**src/rtl/irq_ctrl.sv**
```systemverilog
// irq_ctrl: prioritised interrupt controller.
// Latches interrupt pulses into a pending register and masks them with
// per-source enables. The lowest-numbered enabled pending source is offered
// to the core through a registered request / ack / end-of-interrupt handshake.
module irq_ctrl #(
   parameter int NUM_IRQ = 8
) (
   input  logic               clk,
   input  logic               reset,
   input  logic [NUM_IRQ-1:0] irq_in,
   input  logic [7:0]         enable_in,
   input  logic               enable_write,
   input  logic [7:0]         pending_clear_in,
   input  logic               pending_clear_write,
   input  logic [7:0]         ctrl_in,
   input  logic               ctrl_write,
   output logic [7:0]         enable_out,
   output logic [7:0]         pending_out,
   output logic [7:0]         ctrl_out,
   output logic               int_req,
   output logic [2:0]         int_vector,
   input  logic               int_ack,
   input  logic               int_eoi,
   output logic               in_service
);

   // Register bits above NUM_IRQ-1 are never stored, so they read back 0.
   localparam logic [7:0] VALID_MASK = 8'((9'd1 << NUM_IRQ) - 9'd1);

   typedef enum logic [1:0] {
      IDLE    = 2'd0,
      REQ     = 2'd1,
      SERVICE = 2'd2
   } state_t;

   state_t      state_reg, state_next;
   logic [7:0]  enable_reg;
   logic [7:0]  pending_reg, pending_next;
   logic        gie_reg;
   logic [2:0]  vector_reg, vector_next;
   logic [7:0]  irq_ext;
   logic [7:0]  clr;
   logic [7:0]  ack_clr;
   logic [7:0]  candidate;
   logic [2:0]  cand_idx;
   logic        cand_valid;
   logic [6:0]  unused_ctrl_bits;

   assign unused_ctrl_bits = ctrl_in[7:1];

   // Widen the source pulses to the 8-bit register layout.
   genvar gi;
   generate
      for (gi = 0; gi < 8; gi++) begin : g_irq_ext
         if (gi < NUM_IRQ) begin : g_used
            assign irq_ext[gi] = irq_in[gi];
         end else begin : g_unused
            assign irq_ext[gi] = 1'b0;
         end
      end
   endgenerate

   assign candidate  = pending_reg & enable_reg;
   assign cand_valid = gie_reg && (candidate != 8'd0);

   // Priority encoder: scan high to low so the lowest set index wins.
   always_comb begin
      cand_idx = 3'd0;
      for (int i = 7; i >= 0; i--) begin
         if (candidate[i]) cand_idx = 3'(i);
      end
   end

   // Handshake FSM next-state logic; ack also clears the serviced pending bit.
   always_comb begin
      state_next  = state_reg;
      vector_next = vector_reg;
      ack_clr     = 8'd0;
      case (state_reg)
         IDLE: begin
            if (cand_valid) begin
               vector_next = cand_idx;
               state_next  = REQ;
            end
         end
         REQ: begin
            if (int_ack) begin
               ack_clr    = 8'd1 << vector_reg;
               state_next = SERVICE;
            end
         end
         SERVICE: begin
            if (int_eoi) state_next = IDLE;
         end
         default: state_next = IDLE;
      endcase
   end

   // Pending update: clears first, then new pulses, so a set always wins.
   always_comb begin
      clr          = (pending_clear_write ? pending_clear_in : 8'd0) | ack_clr;
      pending_next = ((pending_reg & ~clr) | irq_ext) & VALID_MASK;
   end

   // Software-visible enable and control registers.
   always_ff @(posedge clk or posedge reset) begin
      if (reset) begin
         enable_reg <= 8'd0;
         gie_reg    <= 1'b0;
      end else begin
         if (enable_write) enable_reg <= enable_in & VALID_MASK;
         if (ctrl_write)   gie_reg    <= ctrl_in[0];
      end
   end

   // Pending register.
   always_ff @(posedge clk or posedge reset) begin
      if (reset) pending_reg <= 8'd0;
      else       pending_reg <= pending_next;
   end

   // Handshake state and latched vector.
   always_ff @(posedge clk or posedge reset) begin
      if (reset) begin
         state_reg  <= IDLE;
         vector_reg <= 3'd0;
      end else begin
         state_reg  <= state_next;
         vector_reg <= vector_next;
      end
   end

   assign enable_out  = enable_reg;
   assign pending_out = pending_reg;
   assign ctrl_out    = {7'd0, gie_reg};
   assign int_req     = (state_reg == REQ);
   assign in_service  = (state_reg == SERVICE);
   assign int_vector  = vector_reg;

endmodule
```
**config.mk**
```make
export PLATFORM = sky130hd
export DESIGN_NAME = irq_ctrl
export DESIGN_NICKNAME = d
export VERILOG_FILES = /design/src/rtl/irq_ctrl.sv
export SDC_FILE = /design/constraint.sdc
export NUM_CORES = 1
export LEC_CHECK = 0
export ABC_AREA = 0
export CAP_MARGIN = 0
export CORE_ASPECT_RATIO = 0.8
export CORE_UTILIZATION = 37
export CTS_CLUSTER_SIZE = 10
export DETAILED_ROUTE_END_ITERATION = 16
export HOLD_SLACK_MARGIN = 0.05
export PLACE_DENSITY = 0.9
export SKIP_LAST_GASP = 1
export SLEW_MARGIN = 20
export SYNTH_ARGS = -nofsm -noshare
export SYNTH_HDL_FRONTEND = slang
export SYNTH_SLANG_ARGS = --single-unit
```
**constraint.sdc**
```tcl
create_clock -name clk -period 3.3 [get_ports clk]
set_input_delay 0.495 -clock clk [delete_from_list [all_inputs] [get_ports clk]]
set_output_delay 0.495 -clock clk [all_outputs]
set_load 0.03 [all_outputs]
```
==> results of run 1 <==
==> through the flow <==
stage	setup WS, ps	total power, mW	hold slack [ps]	area [um2]
global route	1060	1.06	570	1660
detailed placement	1480	0.814	519	1610
finish	1080	1.02	549	1660
global placement	1540	0.793	521	1610
CTS	1100	1.02	549	1660
floorplan	1850	0.635	484	1100
==> cells in the mapped netlist (2+ instances only) <==
master / number / area (um2)
inv_1: 3 / 11.3
a22oi_1: 4 / 30.0
mux2_2: 9 / 101
a31o_2: 3 / 26.3
dfrtp_1: 22 / 551
nand2_1: 19 / 71.3
o21ai_0: 3 / 15.0
nand3_1: 2 / 10.0
nor2b_1: 2 / 12.5
a21oi_1: 4 / 20.0
nand2b_1: 2 / 12.5
buf_4: 8 / 60.1
a32oi_1: 2 / 17.5
nor2_1: 2 / 7.51
a31o_1: 5 / 43.8
==> worst paths after layout <==
path	endpoint	startpoint	slack, ps	cells past startpoint
max	int_req	state_reg[1]$_DFFE_PP0P_	1080	3
min	gie_reg$_DFFE_PP0P_	gie_reg$_DFFE_PP0P_	550	1
max reg2reg	int_vector[0]$_DFFE_PP0P_	pending_out[6]$_DFF_PP0_	1810	4
min reg2reg	gie_reg$_DFFE_PP0P_	gie_reg$_DFFE_PP0P_	550	1
max in group asynchronous	enable_out[2]$_DFFE_PP0P_	reset	2190	2
min in group asynchronous	pending_out[7]$_DFF_PP0_	reset	610	2
==> logic make-up (layout without fill, tap and decap cells) <==
kind of cell / after synthesis / in the layout
flip-flops: 22 / 22
other: 1 / 7
AND/OR/NAND/NOR: 31 / 31
buffers and inverters: 14 / 61
AO/OA/AOI/OAI: 24 / 24
multiplexers: 10 / 10
==> area by class of cell <==
type	instances	share of cell area, %
clock buffers	3	1.35
inverters	4	0.902
multi-input cells	72	28.1
flip-flops and latches	22	33.1
clock inverters	1	1.80
well taps	38	2.86
repair buffers	53	31.9
==> where the power goes <==
part,switching (mW),internal (mW),leakage (nW)
logic,0.227,0.194,0.404
clock network,0.0840,0.123,0.0279
registers,0.0689,0.321,0.247
==> per-layer routing <==
| layer | part of all wire, % | wire length [um] | GRT usage, % | up-vias |
|---|---|---|---|---|
| met2 | 48 | 1300 | 33.3 | 45 |
| li1 | - | - | - | 451 |
| met1 | 43 | 1150 | 21.2 | 467 |
| met5 | 0 | 0 | 0 | - |
| met4 | 2.9 | 77 | 11.6 | 0 |
| met3 | 6.1 | 164 | 4.77 | 7 |
==> worst max-delay path, cell delays in order, from the launching register on <==
cell             delay (ps)
dfrtp_1                 440
nand2b_1                190
inv_2                    70
clkdlybuf4s50_1         690
==> flow_summary_export.csv, run 1 <==
group,metric,value,unit
sta,rsz0062_at_grt,"false",
worst_hold_path,hp-class,"reg2reg",
synthesis,synth-simple-area-share,13.7,%
synthesis,synth-compound-area-share,16.5,%
final_layout,num_antenna_cells,0,
clock_tree,hold_buffers,0,
sta,setup_tns,0,ps
clock_tree,root_buffer,"clkbuf_4",
final_layout,fin_util,60.2,%
setup_path,worstSetupEndpointType,"output port",
global_routing,grt_start_max_net_pins,23,
clock_tree,cts_sinks,22,
drt,drt_pass1_iterations,4,
floorplanning,row_count,17,
drt,vias,970,
synthesis,synth_fa_ha_area_share,0,%
final_layout,final_cell_mix,"clkdlybuf4s50_1, dfrtp_1, nand2_1",
pwr,ir_drop,413,uV
drt,finalWirelength,2700,um
drt,ant_nets,0,
synthesis,synth_edf_count,0,
run_status,status,"finished clean",
global_routing,grt_usage,19.1,%
synthesis,ys_types,27,
final_layout,drive_gt1_share,13.5,%
final_layout,multiInputGateArea,468,um2
drt,drt_iter0_drc,27,
setup_path,critPathKind,"reg2out",
synthesis,seq_area_frac_synth,51.0,%
sta,finalClockSkew,12.6,ps
final_layout,num-nets-final,195,
clock_tree,post_cts_buffers,0,
drt,drc,0,
sta,maxSlewViolCount,0,
global_routing,antenna_found_initial,0,
synthesis,ys_warn_count,0,
final_layout,final-seq-area,551,um2
synthesis,syn_area,0.00108,mm2
setup_path,cp.arrival,1720,ps
synthesis,syn_inst,102,
clock_tree,clk_latency,320,ps
clock_tree,clk_path_buf_depth,2,
drt,drt-vias-per-instance,5.03,
synthesis,synth-main-ff-cell,"dfrtp_1",
synthesis,postSynth.asyncResetShare,100,%
drt,wl_per_cell,14.0,um
setup_path,crit_fanout,4,
global_routing,grt_pass1_vias,1012,
clock_tree,cts_tree,"built",
placement,hpwl,2160,um
floorplanning,dieHeight,50.3,um
global_routing,grt_pass1_wl,4530,um
sta,fmax,0.451,GHz
placement,place.gp.congestion,0.877,
synthesis,synth_xor_area_share,0,%
sta,relSlewSlack,46.6,%
setup_path,required,2800,ps
final_layout,final_cells,193,
floorplanning,start_util,39.0,%
sta,post-route-period-util,67.2,%
synthesis,synth_mux_area_share,10.8,%
clock_tree,clkTransAtPathRegs,130,ps
final_layout,syn_to_final_growth,54.1,%
final_layout,n_fill_cell,233,
setup_path,cp-start-kind,"flip-flop",
floorplanning,die_area,0.00314,mm2
run,cap_violations,0,
clock_tree,htreeDepth,1,
final_layout,mostFrequentLayoutCell,"clkdlybuf4s50_1",
synthesis,synth_top_family_by_area,"compound AO/OA/AOI/OAI gates",
floorplanning,die_x,62.4,um
sta,min_period,2220,ps
placement,io_buffer_count,53,
pwr,power.density,611,mW/mm2
floorplanning,io_pins,68,
sta,tightestPinTransition,800,ps
sta,finalSetupViolCount,0,
placement,dpl.cell_count,189,
clock_tree,numCtsBuffers,3,
sta,finalHoldViolations,0,
clock_tree,cts-resized-gates,0,
synthesis,synth-seq-cells,22,
global_routing,grt_overflow,0,
floorplanning,core,0.00277,mm2
synthesis,synth.avg_cell_area,10.6,um2
pwr,leakage,0.679,nW
(Power assumes the default switching activity.)
==> run 2: changes to the inputs <==
Settings changed: CORE_UTILIZATION 37 to 32, PLACE_DENSITY 0.9 to 0.83.
Clock period 3.3 ns to 2 ns, I/O delays scaled along.
==> run 2 against run 1 <==
  * Sequential power up 64%
  * Combinational power up 63%
  * Global-route usage down 2.9 points
  * Clock-buffer cell count unchanged
  * Clock skew down 8.6 ps
  * Sequential share of layout area about the same
  * Clock power up 24%
  * Wire length down 0.22%
==> flow_summary_export.csv, run 2 (same netlist as run 1, synthesis figures left out) <==
group,metric,value,unit
run_status,status,"finished clean",
clock_tree,post_cts_buffers,0,
global_routing,grt_usage,16.2,%
setup_path,worstSetupEndpointType,"output port",
final_layout,mostFrequentLayoutCell,"clkdlybuf4s50_1",
setup_path,reg2reg_slack,540,ps
floorplanning,row_count,18,
setup_path,max_stage_delay,650,ps
clock_tree,hold_buffers,0,
pwr,pwr-share-comb,43.4,%
clock_tree,clkTransAtPathRegs,70,ps
sta,rsz0062_at_grt,"false",
setup_path,crit_buf_inv,2,
drt,finalWirelength,2690,um
clock_tree,htreeDepth,1,
pwr,p_sw_share,37.7,%
pwr,seq_power_share,40.4,%
pwr,clkPwrFrac,16.2,%
pwr,leakage,0.677,nW
run,cap_violations,0,
floorplanning,die_area,0.00361,mm2
global_routing,antenna_found_initial,0,
floorplanning,dieHeight,54.0,um
final_layout,drive_gt1_share,13.5,%
clock_tree,numCtsBuffers,3,
setup_path,required,1700,ps
setup_path,cpMaxStageDelayCell,"clkdlybuf4s50_1",
drt,drt_pass1_iterations,5,
sta,setup_tns,0,ps
floorplanning,core,0.00315,mm2
final_layout,final_cell_mix,"clkdlybuf4s50_1, dfrtp_1, nand2_1",
setup_path,cp_cell_sequence,"nand2b_1, inv_2, clkdlybuf4s50_1",
global_routing,grt_pass1_vias,888,
worst_hold_path,hp-class,"in2async",
drt,ant_nets,0,
setup_path,critical_path.top_delay_family,"buffers and inverters",
setup_path,critPathKind,"reg2out",
final_layout,num_antenna_cells,0,
clock_tree,clk_latency,250,ps
sta,min_period,1860,ps
sta,fmax,0.537,GHz
drt,vias,950,
drt,wl_per_cell,13.8,um
placement,hpwl,2250,um
sta,finalSetupViolCount,0,
global_routing,grt_overflow,0,
placement,io_buffer_count,53,
sta,finalClockSkew,3.98,ps
final_layout,num-nets-final,196,
floorplanning,die_x,66.9,um
final_layout,finish.instance_area,0.00166,mm2
global_routing,grt_start_max_net_pins,14,
clock_tree,clk_path_buf_depth,2,
sta,finalHoldViolations,0,
sta,maxSlewViolCount,0,
pwr,p_int,0.985,mW
global_routing,grt_pass1_wl,4180,um
clock_tree,cts-resized-gates,0,
setup_path,crit_fanout,4,
sta,post-route-period-util,93.1,%
pwr,p_switching,0.597,mW
clock_tree,cts_sinks,22,
drt,drt_iter0_drc,17,
drt,drc,0,
drt,drt-vias-per-instance,4.87,
pwr,power.density,952,mW/mm2
floorplanning,io_pins,68,
clock_tree,root_buffer,"clkbuf_8",
placement,place.gp.congestion,0.911,
setup_path,cp-start-kind,"flip-flop",
floorplanning,start_util,34.2,%
setup_path,cp.arrival,1560,ps
pwr,ir_drop,356,uV
final_layout,syn_to_final_growth,54.0,%
placement,place_area,0.00162,mm2
clock_tree,cts_tree,"built",
[run 2: cell count changes in the layout (fill, tap and decap cells not counted)]
cell,delta
bufinv_16,-1
buf_4,+1
clkbuf_4,-3
clkbuf_8,+3
[run 2: routing by layer]
metal  routed length (um)  global-route usage (%)  vias to the layer above  part of all wire (%)
met1                 1150                    19.9                      459                    43
li1                     -                       -                      452                     -
met3                  173                    4.24                        2                   6.4
met4                   33                    5.32                        0                   1.2
met5                    0                       0                        -                     0
met2                 1330                    27.8                       37                    49
[run 2: through the flow]
step | instances | setup WS (ps) | total power, mW | hold WS (ps) | util (%)
2_1_floorplan | 108 | 549 | 1.05 | 289 | -
3_3_place_gp | 192 | 439 | 1.31 | 537 | 51.4
3_5_place_dp | 192 | 420 | 1.33 | 546 | 51.4
4_1_cts | 195 | 136 | 1.60 | 324 | 52.7
5_1_grt | 195 | 55.6 | 1.67 | 345 | 52.7
6_report | 195 | 139 | 1.58 | 317 | 52.7
[run 2: area by class of cell]
class	instances	area, um2
multi-input combinational	72	468
inverter	4	15.0
sequential	22	551
fill	275	1490
timing repair buffer	54	538
clock buffer	3	41.3
tap	40	50.0
[run 2: path summary, 6_finish.rpt]
kind                                               start                        end  cells past startpoint
worst max-delay path            state_reg[1]$_DFFE_PP0P_                    int_req                      3
worst min-delay path                               reset   pending_out[7]$_DFF_PP0_                      2
worst max register to register  pending_out[6]$_DFF_PP0_  int_vector[0]$_DFFE_PP0P_                      4
worst min register to register       gie_reg$_DFFE_PP0P_        gie_reg$_DFFE_PP0P_                      1
max in group asynchronous                          reset  enable_out[0]$_DFFE_PP0P_                      3
min in group clk                     gie_reg$_DFFE_PP0P_        gie_reg$_DFFE_PP0P_                      1
[run 2: power by group through the flow]
stage,combinational [mW],clock [mW],sequential (mW)
floorplan,0.299,0,0.749
global placement,0.675,0,0.639
detailed placement,0.690,0,0.644
CTS,0.691,0.271,0.636
global route,0.726,0.296,0.653
finish,0.687,0.256,0.639
==> run 3: changes to the inputs <==
Settings changed: CAP_MARGIN 0 to 30.
Clock period 2 ns to 1.7 ns, I/O delays scaled along.
==> run 3 against run 2 <==
  * Sequential share of layout area barely moved
  * Non-clock buffer count unchanged
  * Cell count unchanged
  * Global-route usage grew 0.30 points
  * Design area grew 0.15%
  * Total power increased by 16%
  * Register-to-register slack got worse by 320 ps
  * Critical path depth fell by 2
  * Clock power grew 18%
  * Largest power group unchanged
  * Highest routed layer unchanged
==> flow_summary_export.csv, run 3 (same netlist as run 1, synthesis figures left out) <==
group,metric,value,unit
final_layout,fin_util,52.8,%
drt,ant_nets,0,
floorplanning,die_area,0.00361,mm2
global_routing,antenna_found_initial,0,
drt,drt-vias-per-instance,4.94,
setup_path,required,1440,ps
setup_path,rr_endpoint,"int_vector[0]$_DFFE_PP0P_",
placement,io_buffer_count,53,
sta,finalSetupViolCount,0,
global_routing,grt_usage,16.5,%
floorplanning,start_util,34.2,%
final_layout,num-nets-final,196,
setup_path,cpMaxStageDelayCell,"clkdlybuf4s50_1",
drt,wl_per_cell,13.9,um
clock_tree,htreeDepth,1,
clock_tree,cts_tree,"built",
drt,drt_iter0_drc,16,
sta,min_period,1630,ps
drt,drt_pass1_iterations,4,
worst_hold_path,hp-class,"in2async",
final_layout,final_cell_mix,"clkdlybuf4s50_1, dfrtp_1, nand2_1",
placement,place_area,0.00162,mm2
floorplanning,row_count,18,
clock_tree,numCtsBuffers,3,
setup_path,cp_cell_sequence,"clkdlybuf4s50_1",
setup_path,startpoint,"pending_out[4]$_DFF_PP0_",
final_layout,finish.instance_area,0.00167,mm2
setup_path,max_stage_delay,700,ps
placement,hpwl,2240,um
sta,rsz0062_at_grt,"false",
sta,finalHoldViolations,0,
drt,finalWirelength,2710,um
final_layout,n_fill_cell,281,
setup_path,critPathKind,"reg2out",
global_routing,grt_pass1_vias,939,
final_layout,mostFrequentLayoutCell,"clkdlybuf4s50_1",
setup_path,reg2reg_slack,220,ps
setup_path,crit_buf_inv,1,
drt,top_layer,"met4",
clock_tree,clk_latency,250,ps
final_layout,multiInputGateArea,468,um2
floorplanning,die_x,66.9,um
floorplanning,core,0.00315,mm2
clock_tree,hold_buffers,0,
final_layout,final-seq-area,551,um2
drt,vias,964,
setup_path,cp.arrival,1370,ps
drt,wl_met1,1150,um
sta,post-route-period-util,95.8,%
final_layout,drive_gt1_share,13.5,%
pwr,leakage,0.705,nW
setup_path,cp-start-kind,"flip-flop",
final_layout,num_antenna_cells,0,
setup_path,r2r_start,"pending_out[6]$_DFF_PP0_",
clock_tree,clk_path_buf_depth,2,
clock_tree,cts_sinks,22,
clock_tree,root_buffer,"clkbuf_8",
sta,fmax,0.614,GHz
pwr,power.density,1110,mW/mm2
sta,maxSlewViolCount,0,
clock_tree,clkTransAtPathRegs,70,ps
sta,finalClockSkew,2.01,ps
setup_path,r2r_cells,4,
global_routing,grt_pass1_wl,4190,um
drt,route.met3.wl,199,um
placement,place.gp.congestion,0.909,
floorplanning,io_pins,68,
drt,met2WireLength,1320,um
floorplanning,dieHeight,54.0,um
run_status,status,"finished clean",
run,cap_violations,0,
final_layout,syn_to_final_growth,54.2,%
global_routing,grt_start_max_net_pins,14,
drt,drc,0,
global_routing,grt_overflow,0,
sta,setup_tns,0,ps
pwr,ir_drop,543,uV
setup_path,critical_path.top_delay_family,"buffers and inverters",
setup_path,crit_fanout,4,
setup_path,worstSetupEndpointType,"output port",
[run 3: changes by cell type in the layout (fill, tap and decap cells not counted)]
cell | previous run | this run
clkdlybuf4s50_1 | 53 | 49
dlygate4sd2_1 | 0 | 2
dlymetal6s2s_1 | 0 | 2
[run 3: what timing repair did]
| item | CTS | global route |
|---|---|---|
| setup buffers | 0 | 0 |
| resized for setup | 2 | 2 |
| endpoints found under the setup margin | 2 | 2 |
| pin swaps | 0 | 0 |
[run 3: per-layer routing]
layer  track usage, %  up-vias
met5                0        -
met4             7.45        0
met3             4.24        5
met2             28.5       48
met1             19.4      458
li1                 -      453
[run 3: power by group]
group | switching (mW) | internal, mW
registers | 0.129 | 0.624
logic | 0.429 | 0.359
clock network | 0.144 | 0.158
total | 0.702 | 1.14
[run 3: how the worst max path moves through the flow]
stage                           endpoint  slack, ps  cells after the start
2_1_floorplan  int_vector[0]$_DFFE_PP0P_        250                      4
3_3_place_gp                     int_req        180                      3
3_5_place_dp    pending_out[0]$_DFF_PP0_        160                      5
4_1_cts                    int_vector[0]         10                      1
5_1_grt                   pending_out[4]         20                      1
6_report                  pending_out[4]         70                      1
[run 3: stage by stage]
| step | hold slack [ps] | cells | setup WS (ps) | total power [mW] |
|---|---|---|---|---|
| after floorplan | 244 | 108 | 249 | 1.23 |
| final | 271 | 195 | 70.9 | 1.84 |
| after detailed placement | 542 | 192 | 159 | 1.57 |
| after global placement | 537 | 192 | 184 | 1.55 |
| after global routing | 310 | 195 | 18.9 | 1.95 |
| after CTS | 285 | 195 | 10.6 | 1.86 |
[run 3: area by class of cell]
| cell class | count | share of cell area (%) |
|---|---|---|
| inverter | 4 | 0.902 |
| tap | 40 | 3.01 |
| multi-input combinational | 72 | 28.1 |
| clock buffer | 3 | 2.48 |
| sequential | 22 | 33.1 |
| timing repair buffer | 54 | 32.5 |
==> variant, RTL diff (settings of run 2) <==
Encoding of `state_t`: now one-hot (3 bits for 3 states).
--- a/src/rtl/irq_ctrl.sv
+++ b/src/rtl/irq_ctrl.sv
@@ -29,6 +29,6 @@
 
-   typedef enum logic [1:0] {
-      IDLE    = 2'd0,
-      REQ     = 2'd1,
-      SERVICE = 2'd2
+   typedef enum logic [2:0] {
+      IDLE    = 3'b001,
+      REQ     = 3'b010,
+      SERVICE = 3'b100
    } state_t;
Check against the original RTL: no difference found for any inputs over 10 cycles, from zero or initial values and one cycle with reset high; not proved beyond that.
==> variant against run 2 <==
Sequential cell count rose by 1. Critical path type unchanged. Routed wire length rose by 9.9%. Total power fell by 1.6%. Area after synthesis rose by 4.8%. Cell area rose by 3.5%. Worst setup slack got worse by 0.057 ns. Utilization rose by 0.72 points. Largest cell class unchanged. Highest routed layer unchanged. Fmax fell by 3.0%.
==> variant: results (changes against run 2) <==
\begin{tabular}{lr}
\hline
Metric & Value \\
\hline
\multicolumn{2}{l}{\textbf{Status}} \\
\quad Status & finished, final reports clean \\
\multicolumn{2}{l}{\textbf{Layout}} \\
\quad Fill cell count & 293 (+6.5\%) \\
\quad Post-layout instance count excluding filler cells & 202 (+3.6\%) \\
\quad Proportion of layout cells with a drive suffix above 1 & 14.8\% (+1.3 points) \\
\multicolumn{2}{l}{\textbf{Power and ir drop}} \\
\quad Internal power component & 0.981 mW (-0.39\%) \\
\quad Clock network power & 0.286 mW (+12\%) \\
\quad Peak supply drop & 417 µV (+17\%) \\
\quad Sequential Power Share & 43.0\% (+2.6 points) \\
\quad Total power & 1.56 mW (-1.6\%) \\
\multicolumn{2}{l}{\textbf{Synthesis}} \\
\quad Largest cells by area after synthesis & sky130\_fd\_sc\_hd\_\_dfrtp\_1, sky130\_fd\_sc\_hd\_\_mux2\_2, sky130\_fd\_sc\_hd\_\_nand2\_1 \\
\quad Top post-synthesis cells by count & sky130\_fd\_sc\_hd\_\_dfrtp\_1, sky130\_fd\_sc\_hd\_\_nand2\_1, sky130\_fd\_sc\_hd\_\_mux2\_2 \\
\quad Cell count after synthesis & 108 (+5.9\%) \\
\quad Compound-gate portion of the synthesized area & 16.3\% (-0.19 points) \\
\quad Share of synthesized area spent on multiplexers & 8.96\% (-1.8 points) \\
\quad Sequential fraction of the synthesis area & 51.0\% (about the same) \\
\multicolumn{2}{l}{\textbf{Worst setup path}} \\
\quad Arrival time at the worst endpoint & 1.62 ns (+0.06 ns) \\
\quad Longest individual stage delay on the worst path & 0.70 ns (+0.05 ns) \\
\multicolumn{2}{l}{\textbf{Clocking}} \\
\quad Clk\_lat worst skew & 0.27 ns (+0.02 ns) \\
\multicolumn{2}{l}{\textbf{Drt}} \\
\quad Routed via count & 1,033 (+8.7\%) \\
\quad Average wire length per cell after detail routing & 14.6 µm (+6.1\%) \\
\quad Initial drt markers & 41 (+24) \\
\quad Router iterations before antenna repair & 4 (-1) \\
\multicolumn{2}{l}{\textbf{STA}} \\
\quad Final setup skew & 0.0110 ns (+0.00699 ns) \\
\multicolumn{2}{l}{\textbf{GRT}} \\
\quad Pin count of the biggest net entering global routing & 24 (+10) \\
\quad Total track usage & 17.4\% (+1.2 points) \\
\quad Number of global-route vias before repair & 993 (+12\%) \\
\quad First-pass GRT wire length & 4570 µm (+9.2\%) \\
\multicolumn{2}{l}{\textbf{Placement}} \\
\quad Setup Slack @ Placement & 0.315 ns (-0.105 ns) \\
\quad Global placer's final weighted congestion & 0.892 (-2.1\%) \\
\quad Total placed instance area & 1670 µm² (+3.2\%) \\
\quad Post-DP HPWL & 2390 µm (+5.9\%) \\
\hline
\end{tabular}
## variant: cell types whose count changed after synthesis, moves of 2 or more
cell / change
sky130_fd_sc_hd__nand2b_1: -2
sky130_fd_sc_hd__nor3_1: +2
sky130_fd_sc_hd__a31o_1: -3
sky130_fd_sc_hd__a32oi_1: -2
sky130_fd_sc_hd__a31o_2: +3
sky130_fd_sc_hd__a32o_1: +2
sky130_fd_sc_hd__a31oi_1: +2
sky130_fd_sc_hd__nand2_1: +3
## variant: worst paths after layout
path / start / to / slack [ns] / depth (start not counted)
worst min-delay path: reset / pending_out[6]$_DFF_PP0_ / 0.36 / 3
min in group clk: state_reg[0]$_DFFE_PP1P_ / state_reg[2]$_DFFE_PP0P_ / 0.55 / 1
worst max register to register: state_reg[1]$_DFFE_PP0P_ / pending_out[1]$_DFF_PP0_ / 0.61 / 4
worst max-delay path: state_reg[2]$_DFFE_PP0P_ / in_service / 0.08 / 3
max in group asynchronous: reset / state_reg[0]$_DFFE_PP1P_ / 1.36 / 3
worst min register to register: state_reg[0]$_DFFE_PP1P_ / state_reg[2]$_DFFE_PP0P_ / 0.55 / 1
## variant: layout make-up
class,count,share of cell area [%]
Clock buffer,4,2.62
Inverter,4,0.872
Timing Repair Buffer,54,31.4
Tap cell,40,2.91
Multi-Input combinational cell,77,28.7
Sequential cell,23,33.5
## variant: per-layer routing
layer / global-route usage, % / vias up / share of wire (%)
met5: 0 / - / 0
met4: 8.68 / 0 / 3.3
met3: 4.10 / 11 / 7.1
met2: 29.7 / 55 / 45
met1: 20.7 / 488 / 45
li1: - / 479 / -
## variant: timing repair
action | in CTS | in global routing
resized for setup | 0 | 1
setup buffers | 0 | 0
endpoints found under the setup margin | 0 | 1
